--- src/rtl/ram_bus_arbiter2.sv ---
// Two-master round-robin arbiter in front of one RAM port: zero-latency forwarding of the
// granted master, with read responses steered back through an in-order ID FIFO.
module ram_bus_arbiter2 #(
   parameter int RESP_DEPTH = 2,
   parameter int FIFO_AW    = 1
) (
   input  logic        clk_i,
   input  logic        rst_i,
   input  logic        m0_req_i,
   input  logic        m0_we_i,
   input  logic [31:0] m0_addr_bi,
   input  logic [3:0]  m0_be_bi,
   input  logic [31:0] m0_wdata_bi,
   output logic        m0_ack_o,
   output logic        m0_resp_o,
   output logic [31:0] m0_rdata_bo,
   input  logic        m1_req_i,
   input  logic        m1_we_i,
   input  logic [31:0] m1_addr_bi,
   input  logic [3:0]  m1_be_bi,
   input  logic [31:0] m1_wdata_bi,
   output logic        m1_ack_o,
   output logic        m1_resp_o,
   output logic [31:0] m1_rdata_bo,
   output logic        s_req_o,
   output logic        s_we_o,
   output logic [31:0] s_addr_bo,
   output logic [3:0]  s_be_bo,
   output logic [31:0] s_wdata_bo,
   input  logic        s_ack_i,
   input  logic        s_resp_i,
   input  logic [31:0] s_rdata_bi
);

   localparam logic [FIFO_AW:0] DEPTH_C = (FIFO_AW + 1)'(RESP_DEPTH);

   logic [1:0]         req_vec;
   logic [1:0]         ack_vec;
   logic [1:0]         resp_vec;
   logic               rr_last_reg;
   logic               lock_vld_reg;
   logic               lock_id_reg;
   logic               fifo_mem [RESP_DEPTH];
   logic [FIFO_AW-1:0] wr_ptr_reg;
   logic [FIFO_AW-1:0] rd_ptr_reg;
   logic [FIFO_AW:0]   count_reg;
   logic               grant;
   logic               head;
   logic               blocked;
   logic               accept;
   logic               push;
   logic               pop;

   assign req_vec = {m1_req_i, m0_req_i};

   always_comb begin
      grant = 1'b0;
      if (lock_vld_reg) begin
         grant = lock_id_reg;
      end else if (req_vec == 2'b10) begin
         grant = 1'b1;
      end else if (req_vec == 2'b11) begin
         grant = ~rr_last_reg;
      end
   end

   assign s_we_o     = grant ? m1_we_i     : m0_we_i;
   assign s_addr_bo  = grant ? m1_addr_bi  : m0_addr_bi;
   assign s_be_bo    = grant ? m1_be_bi    : m0_be_bi;
   assign s_wdata_bo = grant ? m1_wdata_bi : m0_wdata_bi;

   // A response arriving this cycle frees a slot, so a full FIFO still admits a read.
   assign head    = fifo_mem[rd_ptr_reg];
   assign pop     = s_resp_i && (count_reg != '0);
   assign blocked = !s_we_o && (count_reg == DEPTH_C) && !s_resp_i;
   assign s_req_o = req_vec[grant] && !blocked;
   assign accept  = s_req_o && s_ack_i;
   assign push    = accept && !s_we_o;

   for (genvar gi = 0; gi < 2; gi++) begin : g_master
      assign ack_vec[gi]  = accept && (grant == 1'(gi));
      assign resp_vec[gi] = pop && (head == 1'(gi));
   end

   assign m0_ack_o    = ack_vec[0];
   assign m1_ack_o    = ack_vec[1];
   assign m0_resp_o   = resp_vec[0];
   assign m1_resp_o   = resp_vec[1];
   assign m0_rdata_bo = s_rdata_bi;
   assign m1_rdata_bo = s_rdata_bi;

   always_ff @(posedge clk_i) begin
      if (rst_i) begin
         rr_last_reg  <= 1'b1;
         lock_vld_reg <= 1'b0;
         lock_id_reg  <= 1'b0;
         wr_ptr_reg   <= '0;
         rd_ptr_reg   <= '0;
         count_reg    <= '0;
      end else begin
         // Hold the grant across a stalled request so the slave never sees a switch.
         if (accept) begin
            rr_last_reg  <= grant;
            lock_vld_reg <= 1'b0;
         end else if (s_req_o) begin
            lock_vld_reg <= 1'b1;
            lock_id_reg  <= grant;
         end
         if (push) begin
            wr_ptr_reg <= wr_ptr_reg + 1'b1;
         end
         if (pop) begin
            rd_ptr_reg <= rd_ptr_reg + 1'b1;
         end
         if (push && !pop) begin
            count_reg <= count_reg + 1'b1;
         end else if (pop && !push) begin
            count_reg <= count_reg - 1'b1;
         end
      end
   end

   always_ff @(posedge clk_i) begin
      if (push) begin
         fifo_mem[wr_ptr_reg] <= grant;
      end
   end

endmodule

--- config.mk ---
export PLATFORM = sky130hd
export DESIGN_NAME = ram_bus_arbiter2
export DESIGN_NICKNAME = d
export VERILOG_FILES = /design/src/rtl/ram_bus_arbiter2.sv
export SDC_FILE = /design/constraint.sdc
export NUM_CORES = 1
export LEC_CHECK = 0
export ABC_AREA = 0
export BUFFER_PORTS_ARGS = -buffer_cell sky130_fd_sc_hd__clkbuf_2
export CAP_MARGIN = 20
export CORE_AREA = 5 5 117 119
export DETAILED_ROUTE_END_ITERATION = 10
export DIE_AREA = 0 0 122 124
export SLEW_MARGIN = 10
export SYNTH_ARGS = -nofsm -noshare
export SYNTH_HDL_FRONTEND = slang
export SYNTH_SLANG_ARGS = --single-unit
--- constraint.sdc ---
create_clock -name clk_i -period 2.2 [get_ports clk_i]
set_input_delay 0.22 -clock clk_i [delete_from_list [all_inputs] [get_ports clk_i]]
set_output_delay 0.22 -clock clk_i [all_outputs]
set_load 0.05 [all_outputs]
Yosys cells after proc, flatten, opt, wreduce, memory -nomap -nowiden --
Memory sizes are Yosys's and may differ from the RTL's. A register that Yosys moved wholly into a read port is not among the register bits. Cells that the tools add are included.
Operators by class: $add $sub $neg 4, $lt $le $gt $ge 1, equal/unequal tests 3, mux-type cells 15, bitwise operators 4, reductions and logical operators 21
Operators with widths (count):
- 32-bit 2-to-1 mux | 2
- 1-bit logical AND | 12
- 1-bit 2-to-1 mux | 10
- 2-bit == test, second input constant | 3
- 1-bit zero test | 5
- 2-bit 2-to-1 mux | 2
- 4-bit 2-to-1 mux | 1
- 1-bit NOT | 4
- 2-bit nonzero test | 2
- 1-bit adder, second input constant | 2
- 2-bit by 1-bit adder with 2-bit output, second input constant | 1
- 1-bit by 2-bit less-than comparator with 1-bit output, second input constant | 1
- 2-bit AND reduction | 1
- 2-bit OR reduction | 1
- 2-bit by 1-bit subtractor with 2-bit output, second input constant | 1
Storage, ports and cells: register bits 7, RAM bits 2, output and inout bits 138, memories kept 1
Memory list:
- fifo_mem | words 2, width 1, read ports 1, clocked after memory_dff 1, write ports 1, RTL line 43 | logic fifo_mem [RESP_DEPTH];

Depth between registers and ports, before layout --
depth in word-level cells 16, depth in mapped cells 8

Least setup slack after synthesis --
OpenSTA, ideal clock, no wires.
kind flip-flop to output port, start register lock_vld_reg, end output port s_req_o, arrival time 1565 ps, data required time 1980 ps, path slack 415 ps, stages on the path, launching flop included 6, path buffers 0, cell sequence dfxtp_1 -> and2_1 -> a21oi_2 -> inv_2 -> a21o_1 -> nor2b_1
On the way: cells in the longest elaborated chain, start to end 7, elaborated cells on any way between the ends 9, classes of those cells mux (4); reduce/logical (5)
Ends and longest elaborated chain:
- start, declared | RTL line 41 | logic lock_vld_reg;
- start signal, assigned | RTL line 95 | lock_vld_reg <= 1'b0;
- start signal, assigned | RTL line 104 | lock_vld_reg <= 1'b0;
- start signal, assigned | RTL line 106 | lock_vld_reg <= 1'b1;
- 1-bit 2-to-1 mux * | RTL line 58 | if (lock_vld_reg) begin
- 1-bit 2-to-1 mux | RTL line 67 | assign s_we_o = grant ? m1_we_i : m0_we_i;
- 1-bit zero test | RTL line 75 | assign blocked = !s_we_o && (count_reg == DEPTH_C) && !s_resp_i;
- 1-bit logical AND (2 in series) | RTL line 75
- 1-bit zero test | RTL line 76 | assign s_req_o = req_vec[grant] && !blocked;
- 1-bit logical AND * | RTL line 76
- end, declared | RTL line 25 | output logic s_req_o,
Mark *: on every way between the ends. The rest lies on a longest branch, timed or not. The select of a mux whose other input is x is not followed.

Final worst setup path --
start register lock_id_reg, end output port s_req_o
On the way: cells in the longest elaborated chain, start to end 7, elaborated cells on any way between the ends 9, classes of those cells mux (4); reduce/logical (5)
Ends and longest elaborated chain:
- start, declared | RTL line 42 | logic lock_id_reg;
- start signal, assigned | RTL line 107 | lock_id_reg <= grant;
- 1-bit 2-to-1 mux * | RTL line 58
- 1-bit 2-to-1 mux | RTL line 67
- 1-bit zero test | RTL line 75
- 1-bit logical AND (2 in series) | RTL line 75
- 1-bit zero test | RTL line 76
- 1-bit logical AND * | RTL line 76
Marks and branches as above.

==> results.py <==
metrics = {
    "yosys": {
        "synth_area_leaders": "nand2_1, buf_4, dfxtp_1",
        "syn_area_per_cell_um2": 5.528,
        "synth_edf_count": 2,
        "ys_types": 40,
        "yosysMostFrequentCell": "nand2_1",
        "yosysTopAreaCellShare": 0.3967,
        "syn-instance-count": 356,
        "synth_top_family_by_area": "simple AND/OR/NAND/NOR gates",
        "synth.cell_area_mm2": 0.001968,
        "synth_compound_area_frac": 0.07883,
        "synth-async-reset-ratio": 0,
        "synth_flop_cell": "dfxtp_1",
        "synth_xor_area_frac": 0.01335,
        "ys_seq_elements": 10,
        "yosys.area_share.simple": 0.4832,
        "yosysTopAreaCell": "nand2_1",
        "synth_commonest_cells": "nand2_1, buf_4, buf_2",
        "synth_adder_area_share": 0.006357,
        "syn_nets": 533,
        "ys.warnings.count": 0,
        "ys_seq_area_frac": 0.1119,
        "synthMuxAreaShare": 0.01017,
    },
    "floorplanning": {
        "die_w_um": 122,
        "start_util": 0.1579,
        "dieArea_mm2": 0.01513,
        "die_h_um": 124,
        "num_io_pins": 314,
        "core-area_mm2": 0.01247,
        "num_rows": 41,
    },
    "clock_tree": {
        "clock_sinks": 10,
        "postCtsHoldBufs": 0,
        "tritoncts": "yes",
        "clock_path_buffers": 2,
        "clock_latency_ps": 240,
        "post-cts-setup-buffer-count": 0,
        "ctsHtreeMaxLevel": 1,
        "cts_made_buffers": 3,
        "clkTransAtPathRegs_ps": 40,
        "cts_root_buf": "clkbuf_16",
        "cts-resized-gates": 0,
    },
    "status": {
        "status": "finished clean",
    },
    "global_route": {
        "grt_pass1_wl_um": 11550,
        "antenna_found_initial": 0,
        "grtUsageTotal": 0.09521,
        "grt_max_degree": 74,
        "grt_pass1_vias": 2271,
        "gr-total-overflow": 0,
    },
    "setup_path": {
        "r2r_setup_slack_ps": 220,
        "reg2reg_depth": 7,
        "cp.arrival_ps": 1850,
        "reg2reg_from": "lock_id_reg",
        "crit_path_max_fanout": 40,
        "worstSetupStartpointType": "flip-flop",
        "crit_start": "lock_id_reg",
        "cp.required_ps": 1980,
        "setup.worst_path.end_class": "output pin",
        "r2r-end": "count_reg[1]",
        "crit_path_end": "s_req_o",
        "crit_type": "flip-flop to output pin",
    },
    "layout": {
        "post-route-util": 0.2517,
        "finalNetCount": 678,
        "drive_gt1_frac": 0.4640,
        "regArea_um2": 220.2,
        "syn_to_final_growth_pct": 59.44,
        "multi_input_area_mm2": 0.001172,
        "antennaDiodeCount": 0,
        "n_fill_cell": 1445,
    },
    "route": {
        "wl_per_cell_um": 12.58,
        "drt_iter0_drc": 63,
        "drt-pass1-iter-count": 4,
        "vias": 2574,
        "viasPerCell": 3.830,
        "routed_wl_um": 8457,
        "drc": 0,
        "antenna_left": 0,
    },
    "power_and_ir_drop": {
        "peakVddDrop_v": 0.0004173,
        "power_leakage_nw": 1.917,
        "cellPowerDensity_mw_per_mm2": 702.6,
    },
    "placed_design": {
        "io_buffers": 217,
        "place_congestion": 0.7807,
        "dp_slack_ps": 218.2,
        "hpwl_um": 7164,
    },
    "timing": {
        "worst_slew_pin_slew_ps": 364.6,
        "hold_slack_ps": 278.5,
        "drv_slew": 0,
        "max_freq_mhz": 483.8,
        "slew_headroom": 0.7507,
        "fin_skew_ps": 1.616,
        "layout_min_cycle_time_ps": 2067,
        "hold_violations": 0,
        "setup_tns_ps": 0,
        "setup_violations": 0,
        "layout_setup_ws_ps": 133.2,
        "grt_setup_unrepaired": "false",
        "fin_crit_sh": 0.9395,
    },
    "flow_run": {
        "max_cap_violations": 0,
    },
    "worst_hold_path": {
        "hold_class": "primary input to flip-flop",
    },
}
-- how the worst min path moves through the flow --
stage | from | to | slack, ps | cells after the start
6_report | s_ack_i | lock_vld_reg | 280 | 2
2_1_floorplan | s_ack_i | lock_vld_reg | 340 | 1
3_5_place_dp | s_rdata_bi[19] | m0_rdata_bo[19] | 440 | 0
4_1_cts | s_ack_i | lock_vld_reg | 270 | 2
5_1_grt | s_ack_i | lock_vld_reg | 290 | 2
3_3_place_gp | s_rdata_bi[19] | m0_rdata_bo[19] | 440 | 0
-- cells by family after synthesis --
family	Yosys count
adder cells (fa/ha/maj)	1
multiplexers	2
flip-flops	10
AND/OR/NAND/NOR	235
XOR/XNOR	3
buffers and inverters	86
AO/OA/AOI/OAI	19
-- power breakdown --
| part | internal (W) | total (W) | switching [W] |
|---|---|---|---|
| Clock | 0.000239 | 0.000328 | 0.0000892 |
| Combinational | 0.000532 | 0.00160 | 0.00107 |
| Sequential | 0.000234 | 0.000274 | 0.0000401 |
-- worst max-delay path, cell delays in order, from the launching register on --
cell      delay (ps)
dfxtp_1          350
and2_1           220
a21oi_4          180
inv_2             90
buf_12           170
a21o_1           200
nor2b_1          150
clkbuf_4         250
-- area by class of cell --
type / count / share of cell area
clock buffer: 3 / 0.02392
clock inverter: 1 / 0.001196
inverter: 5 / 0.005981
multi-input combinational: 260 / 0.3736
sequential: 10 / 0.07018
tap: 172 / 0.06858
timing repair buffer: 221 / 0.4565
-- layer usage --
| metal | GRT usage | vias up | part of all wire |
|---|---|---|---|
| li1 | - | 1328 | - |
| met1 | 0.1160 | 1043 | 0.38 |
| met2 | 0.1523 | 197 | 0.45 |
| met3 | 0.04950 | 6 | 0.16 |
| met4 | 0.01611 | 0 | 0.0061 |
| met5 | 0 | - | 0 |
-- cell usage in the layout, fill, tap and decap left out, types with 2 or more instances in the layout --
master and n:
and3_1 3, inv_1 4, buf_12 21, o21ai_0 3
nor2_1 6, nand2_1 208, and2_1 2, a211oi_1 2
clkbuf_2 197, a21oi_1 2, clkbuf_16 3, nand3_1 2
mux2i_1 2, nor2b_1 4, a21o_1 2, xor2_1 3
dfxtp_1 8, edfxtp_1 2
-- per-stage QoR --
stage	area [um^2]	instances	total power [W]
6_report	3138	672	0.002205
5_1_grt	3138	672	0.002333
4_1_cts	3132	672	0.002229
3_5_place_dp	3053	668	0.001886
3_3_place_gp	3053	668	0.001883
2_1_floorplan	1968	356	0.001621
Power figures use the tool's default switching activity.
